===== src/rtl/led_pkg.sv =====
// Shared types and constants for the LED pattern blocks.
package led_pkg;

  localparam int CLK_FREQ_HZ = 50_000_000;

  typedef enum logic [1:0] {
    MODE_ROT_DN   = 2'b00,
    MODE_ROT_UP   = 2'b01,
    MODE_PINGPONG = 2'b10,
    MODE_FILL     = 2'b11
  } led_mode_t;

  // Ping-pong travel direction; "down" walks toward the LSB.
  typedef enum logic {
    DIR_DOWN = 1'b0,
    DIR_UP   = 1'b1
  } led_dir_t;

endpackage


===== src/rtl/step_timer.sv =====
// Free-running step counter: counts 0..STEP_CYCLES-1 while run is high and
// raises tick combinationally on the terminal count. clr wins over run.
module step_timer #(
  parameter int STEP_CYCLES = 10_000_000,
  parameter int CNT_W       = $clog2(STEP_CYCLES)
) (
  input  logic sys_clk,
  input  logic rst_n,
  input  logic run,
  input  logic clr,
  output logic tick
);

  localparam logic [CNT_W-1:0] CNT_LAST = CNT_W'(STEP_CYCLES - 1);

  logic [CNT_W-1:0] cnt;

  assign tick = run && !clr && (cnt == CNT_LAST);

  // Step counter: cleared on clr, wraps to zero on terminal count.
  always_ff @(posedge sys_clk or negedge rst_n) begin
    if (!rst_n) begin
      cnt <= '0;
    end else if (clr) begin
      cnt <= '0;
    end else if (run) begin
      cnt <= tick ? '0 : cnt + 1'b1;
    end
  end

endmodule


===== src/rtl/led_chaser.sv =====
// Running-light generator: four patterns, pause, per-step strobe.
// led is decoded from the position one cycle after it changes; step_pulse
// is delayed by the same cycle so it coincides with the visible LED change.
module led_chaser
  import led_pkg::*;
#(
  parameter int LED_NUM     = 4,
  parameter int STEP_CYCLES = 10_000_000,
  parameter int CNT_W       = $clog2(STEP_CYCLES)
) (
  input  logic               sys_clk,
  input  logic               rst_n,
  input  logic               enable,
  input  logic               pause,
  input  logic [1:0]         mode,
  output logic [LED_NUM-1:0] led,
  output logic               step_pulse
);

  // Position must reach LED_NUM for the fill pattern (all LEDs on).
  localparam int POS_W = $clog2(LED_NUM + 1);
  localparam logic [POS_W-1:0] POS_LAST = POS_W'(LED_NUM - 1);
  localparam logic [POS_W-1:0] POS_FULL = POS_W'(LED_NUM);

  led_mode_t        mode_q;
  logic [POS_W-1:0] pos;
  logic [POS_W-1:0] pos_next;
  led_dir_t         dir;
  led_dir_t         dir_next;
  logic             tick;
  logic             mode_chg;
  logic             run;
  logic             clr;
  logic             step_p0;

  assign mode_chg = enable && (led_mode_t'(mode) != mode_q);
  assign run      = enable && !pause && !mode_chg;
  assign clr      = !enable || mode_chg;

  step_timer #(
    .STEP_CYCLES (STEP_CYCLES),
    .CNT_W       (CNT_W)
  ) u_step_timer (
    .sys_clk (sys_clk),
    .rst_n   (rst_n),
    .run     (run),
    .clr     (clr),
    .tick    (tick)
  );

  // Position is an offset from the pattern's start: rotate/ping-pong light
  // bit LED_NUM-1-pos (or bit pos for rotate-up); fill lights the top pos bits.
  function automatic logic [LED_NUM-1:0] decode(input logic [POS_W-1:0] p,
                                                input led_mode_t        m);
    logic [LED_NUM-1:0] v;
    v = '0;
    for (int i = 0; i < LED_NUM; i++) begin
      case (m)
        MODE_ROT_UP: v[i] = (int'(p) == i);
        MODE_FILL:   v[i] = (i >= LED_NUM - int'(p));
        default:     v[i] = (int'(p) == LED_NUM - 1 - i);
      endcase
    end
    return v;
  endfunction

  // Next position/direction on each tick; holds otherwise.
  always_comb begin
    pos_next = pos;
    dir_next = dir;
    if (tick) begin
      case (mode_q)
        MODE_ROT_DN, MODE_ROT_UP: begin
          pos_next = (pos == POS_LAST) ? '0 : pos + 1'b1;
        end
        MODE_PINGPONG: begin
          if (dir == DIR_DOWN) begin
            pos_next = pos + 1'b1;
            if (pos_next == POS_LAST) dir_next = DIR_UP;
          end else begin
            pos_next = pos - 1'b1;
            if (pos_next == '0) dir_next = DIR_DOWN;
          end
        end
        MODE_FILL: begin
          pos_next = (pos == POS_FULL) ? '0 : pos + 1'b1;
        end
        default: begin
          pos_next = '0;
        end
      endcase
    end
  end

  // State and output registers: disable clears, a mode change restarts the
  // pattern without a step, pause freezes everything but mode tracking.
  always_ff @(posedge sys_clk or negedge rst_n) begin
    if (!rst_n) begin
      mode_q     <= MODE_ROT_DN;
      pos        <= '0;
      dir        <= DIR_DOWN;
      led        <= '0;
      step_p0    <= 1'b0;
      step_pulse <= 1'b0;
    end else begin
      mode_q <= led_mode_t'(mode);
      if (!enable) begin
        pos        <= '0;
        dir        <= DIR_DOWN;
        led        <= '0;
        step_p0    <= 1'b0;
        step_pulse <= 1'b0;
      end else if (mode_chg) begin
        pos        <= '0;
        dir        <= DIR_DOWN;
        step_p0    <= 1'b0;
        step_pulse <= 1'b0;
      end else if (pause) begin
        step_pulse <= 1'b0;
      end else begin
        pos        <= pos_next;
        dir        <= dir_next;
        led        <= decode(pos, mode_q);
        step_p0    <= tick;
        step_pulse <= step_p0;
      end
    end
  end

endmodule


===== config.mk =====
export PLATFORM = sky130hd
export DESIGN_NAME = led_chaser
export DESIGN_NICKNAME = d
export VERILOG_FILES = /design/src/rtl/led_pkg.sv /design/src/rtl/step_timer.sv /design/src/rtl/led_chaser.sv
export SDC_FILE = /design/constraint.sdc
export NUM_CORES = 1
export LEC_CHECK = 0
export CORE_ASPECT_RATIO = 0.75
export CORE_MARGIN = 10
export CORE_UTILIZATION = 54
export DETAILED_ROUTE_END_ITERATION = 10
export PLACE_DENSITY = 0.76
export SYNTH_ARGS = -nofsm -noshare
export SYNTH_HDL_FRONTEND = slang
export SYNTH_SLANG_ARGS = --single-unit

===== constraint.sdc =====
create_clock -name sys_clk -period 2.2 [get_ports sys_clk]
set_input_delay 0.44 -clock sys_clk [delete_from_list [all_inputs] [get_ports sys_clk]]
set_output_delay 0.44 -clock sys_clk [all_outputs]
set_load 0.005 [all_outputs]

==> After elaboration in Yosys (flattened, before gate mapping) <==
Index checks and enable logic that the tools add are counted.
W data, S select, Z words.
{ "word_totals": {"reg_bits": 36, "input_bits": 6, "out_inout_bits": 5, "wordCells": 81} }
{ "op_classes": {"add_sub_neg": 4, "order_cmp": 4, "n_eq_ne": 16, "mux": 32, "reduce_logical": 18} }
{ "op_table": {"columns": ["op", "count"], "rows": [
  ["$mux W24", 3],
  ["$add A24 B1 Y24 const B", 1],
  ["$eq A24 B24 Y1 const B", 1],
  ["$mux W3", 7],
  ["$mux W1", 14],
  ["$mux W4", 3],
  ["$eq A3 B2 Y1 const B", 3],
  ["$eq A3 B3 Y1 const B", 3],
  ["$pmux W3 S3", 1],
  ["$ge A3 B4 Y1 const A", 2],
  ["$pmux W1 S2", 4],
  ["$logic_not A3 Y1", 2],
  ["$ne A3 B1 Y1 const B", 2],
  ["$logic_and A1 B1 Y1", 5],
  ["$eq A2 B2 Y1 const B", 2],
  ["$ge A1 B4 Y1 const A", 1],
  ["$ge A2 B4 Y1 const A", 1],
  ["$logic_not A1 Y1", 4],
  ["$ne A2 B2 Y1 const B", 2],
  ["$reduce_and A2 Y1", 2],
  ["$sub A3 B3 Y4 const A", 1],
  ["$add A3 B1 Y3 const B", 1],
  ["$ne A3 B2 Y1 const B", 1],
  ["$reduce_and A3 Y1", 1],
  ["7 further kinds", 7]
]} }

==> Longest topological paths before layout <==
Gate-level depths: netlist of run 1.
{ "depth": {"ltp_word": 10, "mapped_depth": 8, "ltp_nobuf": 8} }

==> By module <==
Synthesis of run 1 repeated with hierarchy kept, for this count alone.
{ "hier_totals": {"cells_unflattened": 266, "hier_area_um2": 2372.3} }
{ "by_module_without_submodules": {"columns": ["module", "n_inst", "cells_each", "area_per_inst_um2", "seq_area_each_um2"], "rows": [
  ["step_timer", 1, 183, 1556.5, 600.6],
  ["led_chaser", 1, 83, 815.8, 300.3]
]} }

==> Worst setup path after synthesis of run 1 <==
No wires, ideal clock.
{ "synth_timing": {"path_kind": "reg2reg", "startpoint": "reg u_step_timer.cnt[0]", "endpoint": "reg pos[0]", "setup_time_ps": 73, "arrival_ps": 2254, "required_ps": 2127, "setup_slack_ps": -127, "stages_incl_launch_ff": 8, "n_path_buf": 1, "period_less_slack_ps": 2327, "path_cell_list": "dfrtp_1 > ha_1 > nand2_1 > or4_4 > or4_1 > buf_2 > or3_1 > a21oi_2"} }
{ "synth_between": {"elab_chain_cells": 4} }
{ "synth_lines": {"columns": ["element", "line", "source"], "rows": [
  ["start, declared", "step_timer.sv:16", "logic [CNT_W-1:0] cnt;"],
  ["start signal, assigned", "step_timer.sv:27", "cnt <= tick ? '0 : cnt + 1'b1;"],
  ["$eq A24 B24 Y1", "step_timer.sv:18", "assign tick = run && !clr && (cnt == CNT_LAST);"],
  ["$logic_and A1 B1 Y1", "step_timer.sv:18", null],
  ["$ne A3 B1 Y1 (no source line)", null, null],
  ["$reduce_and A2 Y1 (no source line)", null, null],
  ["end signal, assigned", "led_chaser.sv:121", "pos <= pos_next;"],
  ["end, declared", "led_chaser.sv:26", "logic [POS_W-1:0] pos;"]
]} }
No other way between the ends.
A chain may end at the register's enable or synchronous reset.

==> Worst setup path in the final report of run 1 <==
{ "layout_timing": {"startpoint": "reg u_step_timer.cnt[7]", "endpoint": "reg pos[0]"} }
The elaborated chain is that of the path after synthesis.

==> results of run 1 <==
metal layers:
metal,global-route usage [%],vias to the layer above
li1,-,925
met5,0,-
met1,21.7,887
met4,6.14,0
met2,23.1,32
met3,3.72,5
final cells by class:
cell class,count,area [um2],area share [%]
inverter,15,56.3,2.14
tap,52,65.1,2.47
multi-input combinational,177,1160,44.1
clock buffer,7,86.3,3.28
clock inverter,1,7.51,0.285
sequential,36,901,34.2
timing repair buffer,43,355,13.5
state kept, by name (all words and copies together) (netlist names):
register          count
dir                   1
led                   4
mode_q                2
pos                   3
step_p0               1
step_pulse            1
u_step_timer.cnt     24
cell usage in the layout, fill, tap and decap left out, drive strengths merged, types with 2 or more instances in the layout:
cell | netlist | final
dfrtp | 36 | 36
buf | 3 | 34
nor2 | 24 | 24
nand3 | 19 | 19
nand2 | 18 | 18
inv | 15 | 15
a21oi | 13 | 13
ha | 11 | 11
xor2 | 9 | 9
clkdlybuf4s50 | 0 | 9
o21ai | 8 | 8
xnor2 | 8 | 8
or3 | 8 | 8
nand4 | 7 | 7
clkbuf | 4 | 7
nor2b | 5 | 5
a31oi | 5 | 5
nor3 | 5 | 5
or4 | 5 | 5
nor4 | 4 | 4
o22ai | 4 | 4
o31ai | 3 | 3
and3 | 3 | 3
nand2b | 2 | 2
worst paths after layout:
path | depth (start not counted) | end | from | slack, ns
worst max-delay path | 5 | pos[0] | u_step_timer.cnt[7] | -0.03
min in group sys_clk | 2 | step_pulse | step_p0 | 0.50
worst min-delay path | 1 | pos[1] | rst_n | 0.23
max in group asynchronous | 1 | u_step_timer.cnt[11] | rst_n | 1.47
worst max register to register | 5 | pos[0] | u_step_timer.cnt[7] | -0.03
worst min register to register | 2 | step_pulse | step_p0 | 0.50
worst max-delay path, cell delays in order (launching register included):
cell and delay [ns]:
dfrtp_1 0.38, nand4bb_1 0.23, or4_4 0.55, or4_4 0.53, or3_1 0.35, a21oi_2 0.13
report_power, final:
group,switching [mW],internal (mW)
Combinational,0.0588,0.0386
Clock,0.242,0.255
Sequential,0.00307,0.665
cell families (layout without fill, tap and decap cells):
kind of cell | after synthesis | after routing | share of synthesized area [%]
AO/OA/AOI/OAI | 41 | 41 | 12.1
XOR/XNOR | 17 | 17 | 7.03
adder cells (fa/ha/maj) | 11 | 11 | 6.50
buffers and inverters | 22 | 66 | 4.19
flip-flops | 36 | 36 | 42.5
multiplexers | 1 | 1 | 0.473
AND/OR/NAND/NOR | 107 | 107 | 27.2
what timing repair did:
action                                 CTS  global route
endpoints found under the hold margin    0             0
gates cloned                             0             0
pin swaps                                1             1
buffers inserted                         1             0
gates resized for setup                  2             3
setup endpoints to repair                2            15
metrics by stage:
stage	setup WS [ns]	instance area [um2]	util (%)	total power [mW]	hold WS (ns)
detailed placement	-0.275	2510	67.6	0.776	0.488
floorplan	-0.0637	2140	-	0.722	0.144
global placement	-0.215	2510	67.6	0.774	0.491
global route	-0.0912	2630	71.0	1.31	0.282
CTS	-0.0203	2620	70.5	1.27	0.251
finish	-0.0299	2630	71.0	1.26	0.231
==> results.toml, run 1 <==
[synth]
ys_ff_latch = 36
syn_area_per_cell_um2 = 9.01
synthTopCellsByArea = "dfrtp_1, ha_1, nand3_1"
synth_top_area_share_pct = 42.5
synth.most_common_cell = "dfrtp_1"
ys_seq_area_share_pct = 42.5
synth_edf_count = 0
synth_cells = 235
synth_flop_cell = "dfrtp_1"
synth.net_count = 252
async_flop_share_pct = 100
yosysWarnings = 0
synthTopCellsByCount = "dfrtp_1, nor2_1, nand3_1"
ys_types = 45
synth_top_area_cell = "dfrtp_1"
synth_area_um2 = 2120

[power_and_ir_drop]
leakage_nw = 1.08
irDropWorstVdd_mv = 0.351
power_density_nw_per_um2 = 479

[sta]
tns_ns = -0.0299
period_share_pct = 101
finalClockSkew_ns = 0.00686
setup_ws_ns = -0.0299
min_period_ns = 2.23
tightest_slew_ns = 0.788
maxSlewViolCount = 0
rsz0062_at_grt = "yes"
max_freq_mhz = 448
setup_violations = 1
maxSlewHeadroom_pct = 47.5
hold_violations = 0

[critical_path]
crit_path_end_kind = "register"
crit_arrival_ns = 2.45
required_ns = 2.42
critPathKind = "reg -> reg"
startpoint_type = "register"
cp_max_fo = 4

[detailed_routing]
routed-via-count = 1849
dr.pass1.iters = 5
viasPerCell = 5.59
dr_wl_met3_um = 211
drc = 0
drt_iter0_drc = 126
wirelength_mm = 4.99
antenna_left = 0
m1WireLength_mm = 2.51
wire_per_inst_um = 15.1
wl_met2_mm = 2.22
top_layer_used = "met4"

[placement]
dp_hpwl_mm = 3.63
place.gp.congestion = 0.838
dp_cells = 322
port_buffers = 10

[clock_network]
cts_root_buf = "clkbuf_8"
cts_max_level = 2
ctsHoldBuffers = 0
cts_tree = "yes"
cts_buffers = 5
clk_latency_ns = 0.29
cts.sinks = 36
clock_path_buffers = 2
cts.reportedPaths.clkPinSlew_ns = 0.07

[outcome]
status = "finished, violations left"
violations = "negative setup slack"

[floorplan]
io_pins = 11
initial_core_util_pct = 57.1
die_height_um = 74.2
core_um2 = 3710
die_w_um = 92.3
std_cell_rows = 19
design.die.area_um2 = 6850

[cells_and_area]
syn_to_final_growth_pct = 24.3
finalNonFillerCells = 331
diodes = 0
fin_nets = 295
drive_above_1_share_pct = 20.1
fillers = 303

[grt]
antenna_found_initial = 0
grt_pass1_vias = 1794
overflow = 0
grt_pass1_wl_mm = 8.56
grt.total_usage_pct = 15.7
grt_max_degree = 37

[job]
drv_cap = 0

[min_path]
hold_class = "in -> async"
Note: power is estimated with default switching activity, not from simulation.
==> run 2: changes to the inputs <==
--- a/config.mk
+++ b/config.mk
@@ -9,7 +9,8 @@
 export CORE_MARGIN = 10
 export CORE_UTILIZATION = 54
 export DETAILED_ROUTE_END_ITERATION = 10
-export PLACE_DENSITY = 0.76
+export HOLD_SLACK_MARGIN = 0.03
+export PLACE_DENSITY = 0.73
 export SYNTH_ARGS = -nofsm -noshare
 export SYNTH_HDL_FRONTEND = slang
 export SYNTH_SLANG_ARGS = --single-unit
==> run 2 against run 1 <==
Net effect: the flow still finishes with violations (negative setup slack); register-to-register slack improved by 0.03 ns; wire length increased by 0.20%; sequential power about the same; clock power increased by 13%; global-route usage decreased by 0.46 points.
==> results.toml, run 2 (synthesis results as in run 1) <==
[sta]
min_period_ns = 2.20
setup_ws_ns = -0.00456
hold_violations = 0
period_share_pct = 100
rsz0062_at_grt = "yes"
maxSlewHeadroom_pct = 47.0
tightest_slew_ns = 0.795
max_freq_mhz = 454
setup_violations = 1
maxSlewViolCount = 0
finalClockSkew_ns = 0.00819

[job]
drv_cap = 0

[floorplan]
std_cell_rows = 19
io_pins = 11
design.die.area_um2 = 6850
die_w_um = 92.3
core_um2 = 3710
die_height_um = 74.2
initial_core_util_pct = 57.1

[outcome]
status = "finished, violations left"
violations = "negative setup slack"

[grt]
grt_max_degree = 37
antenna_found_initial = 0
grt_pass1_vias = 1786
grt_pass1_wl_mm = 8.58
grt.total_usage_pct = 15.2
overflow = 0

[clock_network]
cts_tree = "yes"
cts.reportedPaths.clkPinSlew_ns = 0.07
cts_root_buf = "clkbuf_8"
cts_max_level = 2
clk_latency_ns = 0.28
clock_path_buffers = 2
cts.sinks = 36
cts_buffers = 5

[placement]
dp_hpwl_mm = 3.64
place_area_um2 = 2510
dp_cells = 323
place.gp.congestion = 0.935
port_buffers = 10

[critical_path]
required_ns = 2.41
startpoint_type = "register"
critPathKind = "reg -> reg"
crit_arrival_ns = 2.42
cp_max_fo = 4
crit_path_end_kind = "register"

[cells_and_area]
syn_to_final_growth_pct = 25.8
largest_reg_flops = 24
final_common_cell = "dfrtp_1"
fin_nets = 296
final_cell_mix = "dfrtp_1, buf_4, nor2_1, nand3_1, nand2_1"
design_area_um2 = 2660
largestRegisters = "u_step_timer.cnt: 24 flops, led: 4 flops, pos: 3 flops"
diodes = 0
finalNonFillerCells = 332
regMostFlops = "u_step_timer.cnt"
drive_above_1_share_pct = 20.7

[detailed_routing]
drt_iter0_drc = 107
wirelength_mm = 5.00
dr.pass1.iters = 4
viasPerCell = 5.66
wire_per_inst_um = 15.0
drc = 0
routed-via-count = 1879
antenna_left = 0

[power_and_ir_drop]
irDropWorstVdd_mv = 0.566
leakage_nw = 1.09
power_density_nw_per_um2 = 500

[min_path]
hold_class = "in -> async"
[run 2: cell types whose count changed in the layout (fill, tap and decap cells not counted), sizes merged]
cell | previous run | this run
clkinvlp | 1 | 0
clkinv | 0 | 1
clkbuf | 7 | 6
buf | 34 | 35
bufinv | 0 | 1
[run 2: where the power goes]
| part | internal, mW | switching, mW | total [mW] |
|---|---|---|---|
| Combinational | 0.0398 | 0.0591 | 0.0988 |
| Clock | 0.336 | 0.227 | 0.564 |
| Sequential | 0.666 | 0.00243 | 0.668 |
[run 2: timing repair]
action	CTS	global route
resized for setup	1	4
hold buffers	0	0
pin swaps	1	0
setup endpoints to repair	1	17
setup buffers	1	0
[run 2: stage by stage]
step           setup slack (ns)  utilization [%]  hold slack [ns]  setup TNS (ns)  total power, mW
2_1_floorplan           -0.0637                -            0.144          -0.587            0.722
3_3_place_gp             -0.184             67.8            0.482          -0.612            0.778
3_5_place_dp             -0.263             67.8            0.508          -0.859            0.780
4_1_cts                 -0.0154             71.0            0.269         -0.0154             1.34
5_1_grt                 -0.0905             71.8            0.289          -0.146             1.38
6_report               -0.00456             71.8            0.241        -0.00456             1.33
[run 2: area by class of cell]
type,instances,area (um2)
Tap cell,52,65.1
Clock buffer,6,72.6
Inverter,15,56.3
Clock inverter,2,35.0
Fill cell,311,1040
Sequential cell,36,901
Timing Repair Buffer,44,363
Multi-Input combinational cell,177,1170
[run 2: final timing paths]
| kind | from | endpoint | slack, ns | cells after the start |
|---|---|---|---|---|
| worst min-delay path | rst_n | led[3] | 0.24 | 1 |
| worst max register to register | u_step_timer.cnt[14] | pos[0] | -0.005 | 5 |
| min in group sys_clk | step_p0 | step_pulse | 0.52 | 2 |
| worst min register to register | step_p0 | step_pulse | 0.52 | 2 |
| worst max-delay path | u_step_timer.cnt[14] | pos[0] | -0.005 | 5 |
| max in group asynchronous | rst_n | u_step_timer.cnt[10] | 1.45 | 1 |
[run 2: routing by layer]
layer | GRT usage (%) | vias up | wire (um)
met5 | 0 | - | 0
met3 | 3.22 | 2 | 246
met2 | 23.0 | 41 | 2290
met1 | 21.7 | 907 | 2430
li1 | - | 929 | -
met4 | 3.58 | 0 | 25
[run 2: worst max-delay path, stage by stage (launching register included)]
cell and delay (ns):
dfrtp_1 0.38, nand4bb_4 0.22, or4_4 0.53, or4_4 0.54, or3_4 0.35, a21oi_2 0.12
==> run 3: changes to the inputs <==
--- a/config.mk
+++ b/config.mk
@@ -10,7 +10,8 @@
 export CORE_UTILIZATION = 54
 export DETAILED_ROUTE_END_ITERATION = 10
 export HOLD_SLACK_MARGIN = 0.03
-export PLACE_DENSITY = 0.73
+export PLACE_DENSITY = 0.78
 export SYNTH_ARGS = -nofsm -noshare
 export SYNTH_HDL_FRONTEND = slang
+export SYNTH_HIERARCHICAL = 1
 export SYNTH_SLANG_ARGS = --single-unit
==> run 3 against run 2 <==
Net effect: the run now ends clean; maximum frequency increased by 1.7%; wire length increased by 23%; synthesized area increased by 12%; combinational power increased by 7%; non-clock buffer count increased by 14; via count increased by 21%; register-to-register slack improved by 0.04 ns; synthesized cell count increased by 13%; largest cell class unchanged; cell area increased by 13%; sequential share of layout area decreased by 3.9 points; first-iteration DRC count increased by 100%.
==> results.toml, run 3 <==
[outcome]
status = "finished clean"

[cells_and_area]
fin_nets = 335
drive_above_1_share_pct = 24.8
regMostFlops = "u_step_timer/cnt"
syn_to_final_growth_pct = 26.8
diodes = 0
largest_reg_flops = 24
final_common_cell = "buf_4"
largestRegisters = "u_step_timer/cnt: 24 flops, led: 4 flops, pos: 3 flops"
final_cell_mix = "buf_4, dfrtp_1, nor2_1, a21oi_1, nand3_1"

[floorplan]
core_um2 = 4150
std_cell_rows = 20
initial_core_util_pct = 57.1
io_pins = 11
die_height_um = 77.4
design.die.area_um2 = 7470
die_w_um = 96.5

[synth]
synth_top_area_share_pct = 38.0
syn_area_per_cell_um2 = 8.92
synth.most_common_cell = "dfrtp_1"
async_flop_share_pct = 100
ys_types = 56
yosysWarnings = 6
synth_cells = 266
synth_area_um2 = 2370
synthTopCellsByArea = "dfrtp_1, ha_1, a21oi_1"
synth_edf_count = 0
synth.net_count = 283
ys_seq_area_share_pct = 38.0
synthTopCellsByCount = "dfrtp_1, nor2_1, a21oi_1"
synth_top_area_cell = "dfrtp_1"
synth_flop_cell = "dfrtp_1"
ys_ff_latch = 36

[critical_path]
reg2reg_from = "u_step_timer/cnt[8]"
critPathBufInv = 1
cp_max_fo = 5
startpoint_type = "register"
cp-startpoint = "u_step_timer/cnt[8]"
critPathSlowestCell = "or4b_4"
crit_path_max_incr_delay_ns = 0.56
crit_path_end_kind = "register"
r2r_slack_ns = 0.03
path_delay_family = "simple AND/OR/NAND/NOR gates"
crit_arrival_ns = 2.40
critPathKind = "reg -> reg"
path_cells = "or4b_4 -> nor4_4 -> nand2_2 -> nor2_2 -> nor2b_4 -> buf_6 -> o21ai_2 -> mux2_2 -> nor2_1"
path_depth = 9
required_ns = 2.43
rr_worst_depth = 9

[sta]
maxSlewViolCount = 0
finalClockSkew_ns = 0.00622
setup_violations = 0
maxSlewHeadroom_pct = 46.0
max_freq_mhz = 461
setup_ws_ns = 0.0323
tightest_slew_ns = 0.810
hold_violations = 0
tns_ns = 0
min_period_ns = 2.17
rsz0062_at_grt = "yes"
period_share_pct = 98.5

[clock_network]
cts_max_level = 2
cts.reportedPaths.clkPinSlew_ns = 0.07
cts.sinks = 36
cts_buffers = 5
cts_root_buf = "clkbuf_8"
clk_latency_ns = 0.30
cts_tree = "yes"
clock_path_buffers = 2

[power_and_ir_drop]
power_density_nw_per_um2 = 431
irDropWorstVdd_mv = 0.342
leakage_nw = 1.27

[placement]
dp_hpwl_mm = 4.59
place.gp.congestion = 0.931
dp_slack_ns = -0.231
port_buffers = 10

[detailed_routing]
viasPerCell = 6.11
routed-via-count = 2279
wire_per_inst_um = 16.5
drt_iter0_drc = 214
dr.pass1.iters = 7
drc = 0
antenna_left = 0
wirelength_mm = 6.17

[job]
drv_cap = 0

[grt]
grt_pass1_vias = 2078
antenna_found_initial = 0
overflow = 0
grt.total_usage_pct = 16.8
grt_pass1_wl_mm = 10.1
grt_max_degree = 37

[min_path]
hold_class = "in -> async"
## run 3: cell types whose count changed in the layout (fill, tap and decap cells not counted), sizes merged, moves of 4 or more
cell | previous run | this run
buf | 35 | 49
a21oi | 13 | 23
nand2b | 2 | 9
or3 | 8 | 3
xnor2 | 8 | 3
xor2 | 9 | 4
nor2 | 24 | 28
or4b | 1 | 5
## run 3: per-stage QoR
step           power (mW)  cells  hold slack (ns)  area (um2)  util (%)
6_report             1.30    373            0.236        3010      72.4
5_1_grt              1.34    373            0.283        3010      72.4
4_1_cts              1.30    371            0.253        2950      70.9
3_5_place_dp        0.782    363            0.497        2840      68.3
3_3_place_gp        0.780    363            0.489        2840      68.3
2_1_floorplan       0.730    266            0.144        2400         -
## run 3: worst paths after layout
kind	end
worst max-delay path	pos[0]
worst min-delay path	led[0]
worst max register to register	pos[0]
worst min register to register	led[2]
max in group asynchronous	u_step_timer/cnt[23]
min in group sys_clk	mode_q[0]
## run 3: logic make-up (layout without fill, tap and decap cells)
kind of cell / Yosys count / in the layout / share of synthesized area (%)
adders and majority gates: 11 / 11 / 5.80
buffers and inverters: 25 / 77 / 4.64
xor gates and xnor gates: 7 / 7 / 2.58
and+or+nand+nor: 123 / 123 / 31.0
DFF: 36 / 36 / 38.0
muxes: 2 / 2 / 0.949
AOI/OAI and AO/OA: 62 / 62 / 17.0
## run 3: worst reg2reg max path: cells and delay by family (launching register included)
kind                   cells  cell delay, ns
DFF                        1            0.38
and+or+nand+nor            6            1.29
AOI/OAI and AO/OA          1            0.06
muxes                      1            0.27
buffers and inverters      1            0.12
## run 3: final cells by class
class	count	area (um2)
Clock buffer	7	96.3
Fill cell	322	1140
Inverter	12	45.0
Multi-Input combinational cell	205	1440
Sequential cell	36	901
Tap cell	55	68.8
Timing Repair Buffer	58	462
## run 3: where the power goes
part / leakage (nW) / internal, mW / switching [mW]
clock: 0.0503 / 0.279 / 0.243
sequential: 0.498 / 0.665 / 0.00318
combinational: 0.724 / 0.0419 / 0.0640
## run 3: repair_timing
| item | in CTS | in global routing |
|---|---|---|
| endpoints found under the hold margin | 0 | 0 |
| pin swaps | 0 | 1 |
| buffers inserted | 1 | 2 |
| resized for setup | 1 | 11 |
| endpoints found under the setup margin | 2 | 11 |
| hold buffers | 0 | 0 |
## run 3: layer usage
metal	GRT usage [%]	up-vias	wire (um)
li1	-	1079	-
met1	24.9	1097	2920
met2	22.4	97	2670
met3	4.71	6	506
met4	5.65	0	72
met5	0	-	0
